File: config.mk
export PLATFORM = sky130hd
export DESIGN_NAME = fdc_sd_arb_flat
export DESIGN_NICKNAME = d
export VERILOG_FILES = /design/src/rtl/fdc_pkg.sv /design/src/rtl/fdc_sd_arb_if.sv /design/src/rtl/fdc_rr_pick.sv /design/src/rtl/fdc_sd_arb.sv /design/src/flat_wrapper.sv
export SDC_FILE = /design/constraint.sdc
export NUM_CORES = 1
export LEC_CHECK = 0
export ABC_AREA = 1
export CAP_MARGIN = 20
export CORE_UTILIZATION = 40
export CTS_BUF_LIST = sky130_fd_sc_hd__clkbuf_4 sky130_fd_sc_hd__clkbuf_8
export CTS_CLUSTER_DIAMETER = 50
export CTS_CLUSTER_SIZE = 24
export DETAILED_ROUTE_END_ITERATION = 16
export PLACE_DENSITY = 0.63
export SLEW_MARGIN = 20
export SYNTH_ARGS = -nofsm -noshare
export SYNTH_HDL_FRONTEND = slang
export SYNTH_SLANG_ARGS = --single-unit
File: constraint.sdc
create_clock -name clk_sys -period 4 [get_ports clk_sys]
set_clock_uncertainty 0.05 [all_clocks]
set_input_delay 0.8 -clock clk_sys [delete_from_list [all_inputs] [get_ports clk_sys]]
set_output_delay 0.8 -clock clk_sys [all_outputs]
set_load 0.05 [all_outputs]
File: src/rtl/fdc_pkg.sv
// fdc_pkg: shared FSM/op encodings and default host timeout for the floppy SD arbiter.
package fdc_pkg;
    typedef enum logic [1:0] {IDLE, REQ, XFER, DONE} state_t;
    typedef enum logic {OP_RD, OP_WR} op_t;
    localparam logic [23:0] TIMEOUT_DEF = 24'd2000000;
endpackage

File: src/rtl/fdc_sd_arb_if.sv
// fdc_sd_arb_if: FDC-side request/ack and host-side request/ack bundle.
interface fdc_sd_arb_if;
    logic [31:0] fdc_lba;
    logic [1:0]  fdc_rd;
    logic [1:0]  fdc_wr;
    logic        fdc_ack;
    logic [31:0] host_lba;
    logic        host_rd;
    logic        host_wr;
    logic        host_drv;
    logic        host_ack;
    logic        busy;
    logic        err;
    modport slave (
        input  fdc_lba, fdc_rd, fdc_wr, host_ack,
        output fdc_ack, host_lba, host_rd, host_wr, host_drv, busy, err
    );
    modport master (
        output fdc_lba, fdc_rd, fdc_wr, host_ack,
        input  fdc_ack, host_lba, host_rd, host_wr, host_drv, busy, err
    );
endinterface

File: src/rtl/fdc_rr_pick.sv
// fdc_rr_pick: combinational 2-way round-robin picker; on contention the drive not served last wins.
module fdc_rr_pick (
    input  logic [1:0] pending,
    input  logic       last,
    output logic       valid,
    output logic       sel
);
    assign valid = |pending;
    assign sel   = &pending ? ~last : pending[1];
endmodule

File: src/rtl/fdc_sd_arb.sv
// fdc_sd_arb: arbitrates two FDC drives' sector read/write requests onto one host channel.
module fdc_sd_arb
    import fdc_pkg::*;
#(
    parameter logic [23:0] TIMEOUT = TIMEOUT_DEF
) (
    input logic          clk_sys,
    input logic          reset,
    fdc_sd_arb_if.slave  bus
);
    state_t      r_state;
    logic        r_rd, r_wr, r_err, r_drv, r_last_drv;
    logic [31:0] r_lba;
    logic [23:0] r_cnt;
    logic [1:0]  w_pend;
    logic        w_valid, w_sel, w_drv_req, w_tmo;
    op_t         w_op;

    assign w_pend    = bus.fdc_rd | bus.fdc_wr;
    assign w_op      = bus.fdc_rd[w_sel] ? OP_RD : OP_WR;
    assign w_drv_req = bus.fdc_rd[r_drv] | bus.fdc_wr[r_drv];
    assign w_tmo     = r_cnt == TIMEOUT - 24'd1;

    fdc_rr_pick u_pick (
        .pending (w_pend),
        .last    (r_last_drv),
        .valid   (w_valid),
        .sel     (w_sel)
    );

    always_ff @(posedge clk_sys or posedge reset) begin
        if (reset) begin
            r_state    <= IDLE;
            r_rd       <= 1'b0;
            r_wr       <= 1'b0;
            r_err      <= 1'b0;
            r_drv      <= 1'b0;
            r_last_drv <= 1'b1;
            r_lba      <= '0;
            r_cnt      <= '0;
        end else begin
            r_err <= 1'b0;
            case (r_state)
                IDLE: if (w_valid) begin
                    r_state <= REQ;
                    r_lba   <= bus.fdc_lba;
                    r_drv   <= w_sel;
                    r_rd    <= w_op == OP_RD;
                    r_wr    <= w_op == OP_WR;
                    r_cnt   <= '0;
                end
                REQ: if (bus.host_ack) begin
                    r_state <= XFER;
                    r_rd    <= 1'b0;
                    r_wr    <= 1'b0;
                end else if (!w_drv_req) begin
                    r_state <= IDLE;
                    r_rd    <= 1'b0;
                    r_wr    <= 1'b0;
                end else if (w_tmo) begin
                    r_state    <= IDLE;
                    r_rd       <= 1'b0;
                    r_wr       <= 1'b0;
                    r_err      <= 1'b1;
                    r_last_drv <= r_drv;
                end else if (r_cnt != '1) begin
                    r_cnt <= r_cnt + 24'd1;
                end
                XFER: if (!bus.host_ack) r_state <= DONE;
                DONE: begin
                    r_state    <= IDLE;
                    r_last_drv <= r_drv;
                end
            endcase
        end
    end

    // fdc_ack is a pass-through so the FDC sees the host strobe with no added latency
    assign bus.fdc_ack  = (r_state == XFER) & bus.host_ack;
    assign bus.host_lba = r_lba;
    assign bus.host_rd  = r_rd;
    assign bus.host_wr  = r_wr;
    assign bus.host_drv = r_drv;
    assign bus.busy     = r_state != IDLE;
    assign bus.err      = r_err;
endmodule

File: src/flat_wrapper.sv
// flat-port wrapper written by rule: the top's interface ports become plain ports
module fdc_sd_arb_flat import fdc_pkg::*;
#(
    parameter logic [23:0] TIMEOUT = TIMEOUT_DEF
)
  (clk_sys, reset, bus_fdc_lba, bus_fdc_rd, bus_fdc_wr, bus_host_ack, bus_fdc_ack, bus_host_lba, bus_host_rd, bus_host_wr, bus_host_drv, bus_busy, bus_err);
  fdc_sd_arb_if bus_i ();
  input logic clk_sys;
  input logic reset;
  input wire logic [$bits(bus_i.fdc_lba)-1:0] bus_fdc_lba;
  input wire logic [$bits(bus_i.fdc_rd)-1:0] bus_fdc_rd;
  input wire logic [$bits(bus_i.fdc_wr)-1:0] bus_fdc_wr;
  input wire logic [$bits(bus_i.host_ack)-1:0] bus_host_ack;
  output wire logic [$bits(bus_i.fdc_ack)-1:0] bus_fdc_ack;
  output wire logic [$bits(bus_i.host_lba)-1:0] bus_host_lba;
  output wire logic [$bits(bus_i.host_rd)-1:0] bus_host_rd;
  output wire logic [$bits(bus_i.host_wr)-1:0] bus_host_wr;
  output wire logic [$bits(bus_i.host_drv)-1:0] bus_host_drv;
  output wire logic [$bits(bus_i.busy)-1:0] bus_busy;
  output wire logic [$bits(bus_i.err)-1:0] bus_err;
  assign bus_i.fdc_lba = bus_fdc_lba;
  assign bus_i.fdc_rd = bus_fdc_rd;
  assign bus_i.fdc_wr = bus_fdc_wr;
  assign bus_i.host_ack = bus_host_ack;
  assign bus_fdc_ack = bus_i.fdc_ack;
  assign bus_host_lba = bus_i.host_lba;
  assign bus_host_rd = bus_i.host_rd;
  assign bus_host_wr = bus_i.host_wr;
  assign bus_host_drv = bus_i.host_drv;
  assign bus_busy = bus_i.busy;
  assign bus_err = bus_i.err;
  fdc_sd_arb #(.TIMEOUT(TIMEOUT)) u_core (.clk_sys(clk_sys), .reset(reset), .bus(bus_i));
endmodule
==> results.md <==
* CP Max Fanout at 4
* Max Slew Vio Count at 0
* CP max-delay cell: clkdlybuf4s50_1
* Hold buffer count at CTS at 0
* Placer Congestion at 0.876
* Diode count at 0
* Final Util at 54.7%
* Gr usage total at 22.0%
* TritonCTS Buffers at 9
* Initial Util at 41.4%
* Antenna violations before repair at 0
* First-pass GRT wire length at 14.9 mm
* Number of setup buffers added after CTS at 0
* Worst path arrival time at 2.45 ns
* 1st-iter DRT viols at 106
* TNS Setup at 0 ns
* Hold crit path type: reg2reg
* Critical path class: in2out
* Fmax at 303 MHz
* DIE WIDTH at 94.2 um
* Vias in the first global route at 3224
* Synth area leaders: dfrtp_1 (46%), nand2_1 (26%), nor2_1 (6.5%)
* Cts repair resizes at 0
* Count leader, synth: nand2_1
* Crit path largest cell delay at 0.84 ns
* Synth Net Count at 534
* Synthesized flop and latch total at 63
* Crit-path most repeated cell: clkdlybuf4s50_1
* Max_cap viols at 0
* Cell leakage power at 0.00215 uW
* DP Wirelength at 6.23 mm
* Die Span Y at 94.2 um
* Post-synth top area share at 45.6%
* Largest net degree at the start of global routing at 34
* CTS Root Cell: clkbuf_8
* Final Setup Violations at 0
* Area leader, netlist: dfrtp_1
* # rows at 33
* Synth-to-layout area growth at 32.1%
* Crit path from: bus_host_ack
* Synth cell types at 30
* Async S/R FF share, synth at 100%
* Crit end category: primary output
* Remaining antenna violation count after routing at 0
* Post-synth top cells: nand2_1 (236), dfrtp_1 (62), nor2_1 (59)
* I/O Pins at 77
* CTS tree: yes
* Main synth FF type: dfrtp_1
* Via Count at 3217
* Outcome: completed
* Worst skew pair latency at 0.34 ns
* Reg2Reg Setup Slack at 1.88 ns
* Final hold vios at 0
* CTS Buffer Depth at 2
* Drt pass-1 iters at 4
* R2R Path End: u_core.r_cnt[2]
* Fin crit period at 3.30 ns
* GR Overflow Total at 0
* Nets at 614
* Die area at 8880 um2
* YS warnings at 0
* H-tree depth at 3
* CP Cell Sequence: clkdlybuf4s50_1, inv_1, nor3_1, clkdlybuf4s50_1
* Register area share after synthesis at 46.4%
* Pwr dens at 744 nW/um2
* Clock transition at the registers of the reported paths at 0.07 ns
* Worst-Margin Slew at 0.686 ns
* Wire length per cell at 12.7 um
* Wirelength, routed at 8.68 mm
* Crit path launch type: input pin
* VDD IR max at 0.637 mV
* Synthesized area at 3400 um2
* Req. time, crit path at 3.15 ns
* CP Capture Point: bus_fdc_ack
* RR Startpoint: u_core.r_state[0]
* Via/cell ratio at 4.70
* Sink Count at 63
* Syn avg cell area at 6.89 um2
* RSZ-0062 raised after global routing: false
* Post-route DRC at 0
* Hold slack at 0.422 ns
* Cells on worst reg2reg path at 9
* Number of synthesized flops with an enable pin at 0
* Final worst-path cycle share at 82.4%
* Layout cell share with drive strength beyond 1 at 7.43%
* Syn Inst Count at 494
* Rel. slew slack at 54.2%
* CORE AREA at 8220 um2
* I/O Buffers at 76
==> routing by layer <==
layer / routed length (um) / GRT usage [%] / share of wire (%)
met1: 3820 / 26.1 / 44
met4: 157 / 6.79 / 1.8
met3: 720 / 9.30 / 8.3
met5: 0 / 0 / 0
met2: 3980 / 35.7 / 46
==> layout by cell type (no fill, tap or decap) <==
master and instances:
clkinv_4 3, nand3_2 1, buf_4 5, ha_1 1, clkinv_1 1, o21ai_0 11
nand4_1 5, nand2_1 236, and3_1 1, or2_2 1, nor3_1 6, bufinv_16 2
xor2_1 1, nor2_2 3, nand2_4 2, xnor2_1 1, nand3b_1 1, dfstp_2 1
a21oi_4 1, nand2_2 4, clkdlybuf4s50_1 76, a21oi_2 1, clkbuf_8 9, a21oi_1 7
nor2_4 2, nor4_1 1, inv_6 2, nor2_1 59, inv_2 5, nand3_1 32
o21ai_2 1, dfrtp_1 62, inv_1 35
==> how the worst min path moves through the flow <==
| stage | startpoint | endpoint | slack [ns] | depth (start not counted) |
|---|---|---|---|---|
| 4_1_cts | u_core.bus.host_lba[16] | u_core.bus.host_lba[16] | 0.43 | 2 |
| 3_5_place_dp | u_core.bus.host_lba[1] | u_core.bus.host_lba[1] | 0.41 | 2 |
| 6_report | u_core.bus.host_lba[16] | u_core.bus.host_lba[16] | 0.42 | 2 |
| 5_1_grt | u_core.bus.host_lba[25] | u_core.bus.host_lba[25] | 0.44 | 2 |
| 3_3_place_gp | u_core.bus.host_lba[26] | u_core.bus.host_lba[26] | 0.40 | 2 |
| 2_1_floorplan | u_core.r_last_drv | u_core.r_last_drv | 0.41 | 2 |
==> kinds of logic after synthesis <==
family                   synth area share, %
AND/OR/NAND/NOR                         42.7
flip-flops                              46.4
buffers and inverters                   6.40
AO/OA/AOI/OAI                           3.64
XOR/XNOR                               0.515
adder cells (fa/ha/maj)                0.368
==> worst max-delay path, delay by kind of cell <==
family                 cells  cell delay (ns)
buffers and inverters      3             1.42
and+or+nand+nor            1             0.22
==> final cells by class <==
type	count	area, um2
fillers	812	3720
multi-input cells	378	1610
flip-flops and latches	63	1580
repair buffers	81	798
inverters	41	154
well taps	105	131
clock buffers	9	124
clock inverters	7	104
==> through the flow <==
stage / setup slack (ns) / cells / instance area (um2) / total power, uW
after floorplan: 1.19 / 494 / 3400 / 2160
after global placement: 0.705 / 668 / 4270 / 2710
after detailed placement: 0.699 / 668 / 4270 / 2730
after CTS: 0.685 / 684 / 4500 / 3390
after global routing: 0.585 / 684 / 4500 / 3570
final: 0.703 / 684 / 4500 / 3340
==> registers in the layout, summed over array words and instances (netlist names), named ones only <==
name	count
u_core.bus.err	1
u_core.bus.host_drv	1
u_core.bus.host_lba	32
u_core.bus.host_rd	1
u_core.bus.host_wr	1
u_core.r_cnt	24
u_core.r_last_drv	1
u_core.r_state	1
==> where the power goes <==
part | internal [uW] | total (uW) | switching [uW]
clock network | 358 | 645 | 286
logic | 511 | 1730 | 1220
registers | 840 | 965 | 125
Note: power is estimated with default switching activity, not from simulation.
